$ cat src/rtl/data_mem_responder_pkg.sv
// Shared definitions for the data-memory responder.
//   - FSM state encoding
//   - default geometry (base byte address, depth in words)
//   - addr_legal(): alignment and range check for a byte address
package data_mem_responder_pkg;

  localparam logic [1:0] ST_IDLE = 2'd0;
  localparam logic [1:0] ST_WAIT = 2'd1;
  localparam logic [1:0] ST_DONE = 2'd2;

  localparam int unsigned DEFAULT_BASE_ADDR   = 1024;
  localparam int unsigned DEFAULT_DEPTH_WORDS = 64;

  // A word access is legal when it is word aligned, not below the base,
  // and its word index falls inside the array.
  function automatic logic addr_legal(input logic [31:0] addr,
                                      input logic [31:0] base,
                                      input logic [31:0] depth);
    logic [31:0] offset;
    offset = addr - base;
    return (addr[1:0] == 2'b00) && (addr >= base) && ({2'b00, offset[31:2]} < depth);
  endfunction

endpackage

$ cat src/rtl/data_mem_array.sv
// Single-port 32-bit word array with clear-on-reset.
// Ports:
//   clk, rst_n      clock, async active-low reset (clears every word and rd_data)
//   wr_en, wr_data  write wr_data into mem[index] on the rising edge
//   rd_en           load rd_data from mem[index] on the rising edge
//   rd_clr          force rd_data to 0 (has priority over rd_en)
//   index           word index
//   rd_data         registered read data, held between loads
module data_mem_array #(
  parameter int DEPTH_WORDS = 64,
  localparam int IW = (DEPTH_WORDS > 1) ? $clog2(DEPTH_WORDS) : 1
) (
  input  logic          clk,
  input  logic          rst_n,
  input  logic          wr_en,
  input  logic          rd_en,
  input  logic          rd_clr,
  input  logic [IW-1:0] index,
  input  logic [31:0]   wr_data,
  output logic [31:0]   rd_data
);

  logic [31:0] mem [DEPTH_WORDS];

  always_ff @(posedge clk or negedge rst_n) begin
    if (!rst_n) begin
      for (int i = 0; i < DEPTH_WORDS; i++) mem[i] <= '0;
      rd_data <= '0;
    end else begin
      if (wr_en) mem[index] <= wr_data;
      if (rd_clr)     rd_data <= '0;
      else if (rd_en) rd_data <= mem[index];
    end
  end

endmodule

$ cat src/rtl/data_mem_responder.sv
// Data-memory responder serving MEM-stage read/write requests after a
// configurable latency.
// Ports:
//   clk, rst        clock, async active-low reset
//   MEM_R_EN/W_EN   read / write request
//   Address         byte address
//   ST_val          store data
//   MEM_read_value  read data, valid with Ready, then held
//   Ready           one-cycle completion pulse
//   Stall           combinational pipeline freeze request
//   Addr_error      with Ready when the completed access was illegal
//
// state | meaning
// IDLE  | no access in flight; a request is accepted on the next edge
// WAIT  | request latched; counting down the latency
// DONE  | access performed; Ready pulse, inputs ignored
module data_mem_responder
  import data_mem_responder_pkg::*;
#(
  parameter int          DEPTH_WORDS = DEFAULT_DEPTH_WORDS,
  parameter int          LATENCY     = 2,
  parameter logic [31:0] BASE_ADDR   = 32'(DEFAULT_BASE_ADDR),
  localparam int IW = (DEPTH_WORDS > 1) ? $clog2(DEPTH_WORDS) : 1
) (
  input  logic        clk,
  input  logic        rst,
  input  logic        MEM_R_EN,
  input  logic        MEM_W_EN,
  input  logic [31:0] Address,
  input  logic [31:0] ST_val,
  output logic [31:0] MEM_read_value,
  output logic        Ready,
  output logic        Stall,
  output logic        Addr_error
);

  localparam logic [3:0] CNT_LOAD = (LATENCY > 0) ? 4'(LATENCY - 1) : 4'd0;

  logic [1:0]  state;
  logic [3:0]  cnt;
  logic [31:0] addr_q, data_q;
  logic        rd_q, wr_q, err_q;

  logic        req, access, acc_rd, acc_wr, acc_ok;
  logic [31:0] acc_addr, acc_data, acc_offset;
  logic [IW-1:0] acc_index;

  // With zero latency the access happens on the accepting edge, so it must
  // use the live inputs; otherwise it uses the latched request.
  always_comb begin
    req        = MEM_R_EN | MEM_W_EN;
    access     = ((state == ST_IDLE) && req && (LATENCY == 0)) ||
                 ((state == ST_WAIT) && (cnt == 4'd0));
    acc_addr   = (state == ST_IDLE) ? Address  : addr_q;
    acc_data   = (state == ST_IDLE) ? ST_val   : data_q;
    acc_rd     = (state == ST_IDLE) ? MEM_R_EN : rd_q;
    acc_wr     = (state == ST_IDLE) ? MEM_W_EN : wr_q;
    acc_ok     = addr_legal(acc_addr, BASE_ADDR, 32'(DEPTH_WORDS)) && (acc_rd ^ acc_wr);
    acc_offset = acc_addr - BASE_ADDR;
    acc_index  = IW'(acc_offset >> 2);
  end

  data_mem_array #(.DEPTH_WORDS(DEPTH_WORDS)) u_array (
    .clk     (clk),
    .rst_n   (rst),
    .wr_en   (access & acc_ok & acc_wr),
    .rd_en   (access & acc_ok & acc_rd),
    .rd_clr  (access & ~acc_ok),
    .index   (acc_index),
    .wr_data (acc_data),
    .rd_data (MEM_read_value)
  );

  always_ff @(posedge clk or negedge rst) begin
    if (!rst) begin
      state  <= ST_IDLE;
      cnt    <= '0;
      addr_q <= '0;
      data_q <= '0;
      rd_q   <= 1'b0;
      wr_q   <= 1'b0;
      err_q  <= 1'b0;
    end else begin
      case (state)
        ST_IDLE: begin
          if (req) begin
            addr_q <= Address;
            data_q <= ST_val;
            rd_q   <= MEM_R_EN;
            wr_q   <= MEM_W_EN;
            if (LATENCY == 0) begin
              err_q <= ~acc_ok;
              state <= ST_DONE;
            end else begin
              cnt   <= CNT_LOAD;
              state <= ST_WAIT;
            end
          end
        end
        ST_WAIT: begin
          if (cnt == 4'd0) begin
            err_q <= ~acc_ok;
            state <= ST_DONE;
          end else begin
            cnt <= cnt - 4'd1;
          end
        end
        default: state <= ST_IDLE;
      endcase
    end
  end

  assign Ready      = (state == ST_DONE);
  assign Addr_error = Ready & err_q;
  assign Stall      = ((state == ST_IDLE) & req) | (state == ST_WAIT);

endmodule
$ cat config.mk
export PLATFORM = sky130hd
export DESIGN_NAME = data_mem_responder
export DESIGN_NICKNAME = d
export VERILOG_FILES = /design/src/rtl/data_mem_responder_pkg.sv /design/src/rtl/data_mem_array.sv /design/src/rtl/data_mem_responder.sv
export SDC_FILE = /design/constraint.sdc
export NUM_CORES = 2
export LEC_CHECK = 0
export CAP_MARGIN = 20
export CELL_PAD_IN_SITES_DETAIL_PLACEMENT = 1
export CELL_PAD_IN_SITES_GLOBAL_PLACEMENT = 1
export CORE_MARGIN = 10
export CORE_UTILIZATION = 50
export DETAILED_ROUTE_END_ITERATION = 8
export PLACE_DENSITY_LB_ADDON = 0.25
export SYNTH_ARGS = -nofsm -noshare
export SYNTH_HDL_FRONTEND = slang
export SYNTH_SLANG_ARGS = --single-unit
$ cat constraint.sdc
create_clock -name clk -period 3.6 [get_ports clk]
set_input_delay 0.72 -clock clk [delete_from_list [all_inputs] [get_ports clk]]
set_output_delay 0.72 -clock clk [all_outputs]
set_load 0.02 [all_outputs]
==> insert_results.sql <==
INSERT INTO impl_metrics (metric_group, metric, value, unit) VALUES
('worst_setup_path', 'timing_worst_setup_path_type', 'reg2reg', ''),
('worst_setup_path', 'crit_path_cell_chain', 'buf_4, buf_4, o21a_1, a22oi_2, buf_4, buf_12, nor2_1, nor4_1, o211ai_1, a2111oi_4, buf_4, nand4b_1, o2bb2ai_1', ''),
('detailed_routing', 'drt-total-wl', '462', 'mm'),
('synth', 'yosys.area.top_type', 'sky130_fd_sc_hd__dfrtp_1', ''),
('clock_tree', 'clock-sinks', '2153', ''),
('outcome', 'status', 'finished with violations', ''),
('global_route', 'globalRouteTotalUtil', '39.7', '%'),
('sta', 'maxClockFrequency', '244', 'MHz'),
('clock_tree', 'clock_path_buffers', '3', ''),
('synth', 'yosysSeqAreaShare', '55.6', '%'),
('pwr', 'internal-power', '0.0516', 'W'),
('worst_setup_path', 'start_kind', 'flip-flop', ''),
('outcome', 'failing_checks', 'negative setup slack', ''),
('global_route', 'grt_max_degree', '139', ''),
('cells_and_area', 'drive_gt1_share', '33.8', '%'),
('sta', 'timing.setup.tns', '-337530', 'ps'),
('synth', 'synth_edf_count', '0', ''),
('cells_and_area', 'finalInstanceArea', '120000', 'sq um'),
('die', 'ioPinCount', '103', ''),
('clock_tree', 'h-tree-depth', '4', ''),
('worst_setup_path', 'worst_path_dominant_cell_family', 'compound AO/OA/AOI/OAI gates', ''),
('pwr', 'pwr_per_cell_area', '757', 'nW/um^2'),
('worst_setup_path', 'path_max_fanout', '13', ''),
('detailed_routing', 'wl_per_cell', '40.9', 'microns'),
('cells_and_area', 'p_r_area_growth_vs_syn', '23.9', '%'),
('clock_tree', 'cts.root.buffer_cell', 'sky130_fd_sc_hd__clkbuf_16', ''),
('worst_setup_path', 'crit_slowest_cell', 'sky130_fd_sc_hd__a2111oi_4', ''),
('synth', 'yosys.area.top_type_share', '55.6', '%'),
('pwr', 'pwr-share-seq', '27.4', '%'),
('sta', 'hold-worst-slack', '351', 'ps'),
('die', 'floorplan.die_area', '212000', 'sq um'),
('pwr', 'p_sw', '0.0392', 'W'),
('detailed_routing', 'initialDrtViolationCount', '11293', ''),
('detailed_routing', 'drc_errors', '0', ''),
('synth', 'postSynthNetCount', '7987', ''),
('die', 'die_width', '460', 'microns'),
('sta', 'postLayoutSetupSlackWorst', '-499', 'ps'),
('global_route', 'grt_first_pass_wirelength', '612', 'mm'),
('flow_run', 'maxCapViolCount', '0', ''),
('pwr', 'totalPowerFinal', '0.0908', 'W'),
('global_route', 'grt_pass1_vias', '83730', ''),
('clock_tree', 'cts_inserted_buffers', '221', ''),
('die', 'floorplan.initialDensity', '50.3', '%'),
('worst_hold_path', 'hold_crit_class', 'in2reg', ''),
('sta', 'maxSlewHeadroom', '20.6', '%'),
('cells_and_area', 'final_net_count', '8620', ''),
('worst_setup_path', 'worst_path_largest_cell_delay', '570', 'ps'),
('clock_tree', 'tritoncts', 'done', ''),
('synth', 'netlist-cell-type-count', '73', ''),
('worst_setup_path', 'crit_path_end_kind', 'flip-flop', ''),
('detailed_routing', 'number_of_antenna_violating_nets_in_the_routed_design', '0', ''),
('synth', 'synth_area_per_cell', '12.2', 'sq um'),
('global_route', 'antenna_found_initial', '21', ''),
('synth', 'syn-instance-count', '7917', ''),
('pwr', 'leakagePower', '60.9', 'nW'),
('worst_setup_path', 'crit_arrival', '4940', 'ps'),
('synth', 'ys_seq_elements', '2153', ''),
('worst_setup_path', 'critical_path_buf_inv_count', '5', ''),
('placement', 'io_buffer_count', '102', ''),
('sta', 'final_max_slew_violation_count', '0', ''),
('worst_setup_path', 'cpMostUsedCell', 'sky130_fd_sc_hd__buf_4', ''),
('sta', 'final_hold_viol_count', '0', ''),
('synth', 'main_synth_ff_type', 'sky130_fd_sc_hd__dfrtp_1', ''),
('sta', 'fin_skew', '33.4', 'ps'),
('sta', 'setup_viol', '2041', ''),
('detailed_routing', 'via_per_inst', '7.24', ''),
('clock_tree', 'clkSlewWorstSetupHoldPaths', '60', 'ps'),
('pwr', 'share_comb_of_total_power', '45.9', '%'),
('sta', 'timing_worst_slew_pin_value', '1190', 'ps'),
('pwr', 'power_frac_clock', '26.6', '%'),
('sta', 'timing.final.crit_period', '4100', 'ps');
## cell usage after synthesis (all sizes together), types with 18 or more instances
master   number
a32oi        85
nor2        344
o22a         36
o31ai        20
clkbuf      538
dfrtp      2153
or4          32
or3          18
o32ai        25
nand4        28
nor3        130
a31oi        40
o2bb2ai      23
buf         205
o221ai       21
nor4         95
nand3        90
mux2       2052
o22ai       387
a32o         46
mux2i       170
o21ai        46
nand2       699
a21oi       412
## per-stage QoR
step	instances	worst slack (ps)	util (%)
floorplan	7917	68.6	-
CTS	11213	-58.7	61.5
global placement	10771	-900	57.1
finish	11290	-499	62.3
detailed placement	10771	-948	57.1
global route	11263	-419	62.3
## per-layer routing
layer,routed length [microns],share of wire [%],up-vias,track usage (%)
met5,252,0.055,-,0
met4,42300,9.1,22,27.5
met3,62100,13,2418,12.7
met2,194000,42,6765,58.3
met1,163000,35,42388,49.8
li1,-,-,30103,-
## power by group through the flow
stage                     Sequential (W)  Clock, W  Combinational [W]
after global routing              0.0250    0.0252             0.0419
after CTS                         0.0249    0.0239             0.0390
after detailed placement          0.0254         0             0.0377
after floorplan                   0.0252         0             0.0162
final                             0.0249    0.0242             0.0417
after global placement            0.0253         0             0.0369
## sequential cells by signal, indices dropped and copies added (netlist names)
name             cells
data_q              32
u_array.rd_data     32
state                2
addr_q              32
cnt                  4
wr_q                 1
err_q                1
rd_q                 1
u_array.mem       2048
## cell usage in the layout, fill, tap and decap left out, types with 16 or more instances in the layout
| master | synthesis | layout |
|---|---|---|
| sky130_fd_sc_hd__o21ai_0 | 43 | 41 |
| sky130_fd_sc_hd__a21oi_1 | 412 | 411 |
| sky130_fd_sc_hd__diode_2 | 0 | 28 |
| sky130_fd_sc_hd__o32ai_1 | 25 | 25 |
| sky130_fd_sc_hd__buf_12 | 0 | 328 |
| sky130_fd_sc_hd__mux2i_1 | 170 | 167 |
| sky130_fd_sc_hd__o31ai_1 | 20 | 19 |
| sky130_fd_sc_hd__a32oi_1 | 85 | 84 |
| sky130_fd_sc_hd__mux2_2 | 1240 | 1237 |
| sky130_fd_sc_hd__or3_1 | 18 | 17 |
| sky130_fd_sc_hd__mux2_1 | 812 | 699 |
| sky130_fd_sc_hd__nand2_2 | 0 | 36 |
| sky130_fd_sc_hd__o211ai_1 | 16 | 16 |
| sky130_fd_sc_hd__clkbuf_16 | 0 | 246 |
| sky130_fd_sc_hd__or4_1 | 32 | 29 |
| sky130_fd_sc_hd__buf_4 | 4 | 658 |
| sky130_fd_sc_hd__nand2_1 | 699 | 652 |
| sky130_fd_sc_hd__buf_6 | 0 | 25 |
| sky130_fd_sc_hd__nor4_1 | 92 | 82 |
| sky130_fd_sc_hd__a22o_1 | 16 | 16 |
| sky130_fd_sc_hd__nor2_1 | 343 | 335 |
| sky130_fd_sc_hd__mux2_4 | 0 | 116 |
| sky130_fd_sc_hd__clkbuf_8 | 0 | 51 |
| sky130_fd_sc_hd__nand3_1 | 89 | 40 |
| sky130_fd_sc_hd__dfrtp_1 | 2153 | 2151 |
| sky130_fd_sc_hd__o22ai_1 | 387 | 387 |
| sky130_fd_sc_hd__clkbuf_1 | 538 | 52 |
| sky130_fd_sc_hd__a32o_1 | 46 | 46 |
| sky130_fd_sc_hd__nor3_1 | 129 | 125 |
| sky130_fd_sc_hd__nand4_1 | 28 | 28 |
| sky130_fd_sc_hd__o2bb2ai_1 | 23 | 22 |
| sky130_fd_sc_hd__a31oi_1 | 40 | 40 |
| sky130_fd_sc_hd__clkdlybuf4s50_1 | 0 | 100 |
| sky130_fd_sc_hd__o221ai_1 | 21 | 21 |
| sky130_fd_sc_hd__clkinv_2 | 0 | 47 |
| sky130_fd_sc_hd__o22a_1 | 36 | 36 |
| sky130_fd_sc_hd__nand3_4 | 0 | 42 |
## cells by family after synthesis
family,Yosys count,share of synthesized area [%]
AOI/OAI and AO/OA,1284,8.73
xor gates and xnor gates,10,0.0905
adders and majority gates,2,0.0258
buffers and inverters,752,3.08
DFF,2153,55.6
muxes,2222,25.6
and+or+nand+nor,1494,6.81
## worst min-delay path, stage by stage
cell and delay [ps]:
sky130_fd_sc_hd__clkdlybuf4s50_1 420, sky130_fd_sc_hd__nand2_1 60, sky130_fd_sc_hd__nand2_1 40
## repair_timing
item	in CTS	in global routing
resized for setup	95	182
endpoints found under the hold margin	31	0
gates cloned	6	24
pin swaps	12	13
hold buffers	1	0
endpoints found under the setup margin	1515	2014
buffers inserted	26	29
## final cells by class
class,instances,area [sq um]
well taps,2526,3160
clock buffers,328,6530
inverters,9,33.8
diodes,28,70.1
fillers,18281,72600
clock inverters,81,907
flip-flops and latches,2153,53900
repair buffers,1152,13700
multi-input cells,5013,41700
## path summary, 6_finish.rpt
path	start	to	slack, ps	depth (start not counted)
min	ST_val[3]	data_q[3]	350	3
min reg2reg	data_q[16]	data_q[16]	480	2
min in group asynchronous	rst	data_q[16]	410	2
max reg2reg	state[1]	u_array.rd_data[26]	-500	13
max in group asynchronous	rst	u_array.mem[1750]	1800	3
max	state[1]	u_array.rd_data[26]	-500	13
Power figures use the tool's default switching activity.
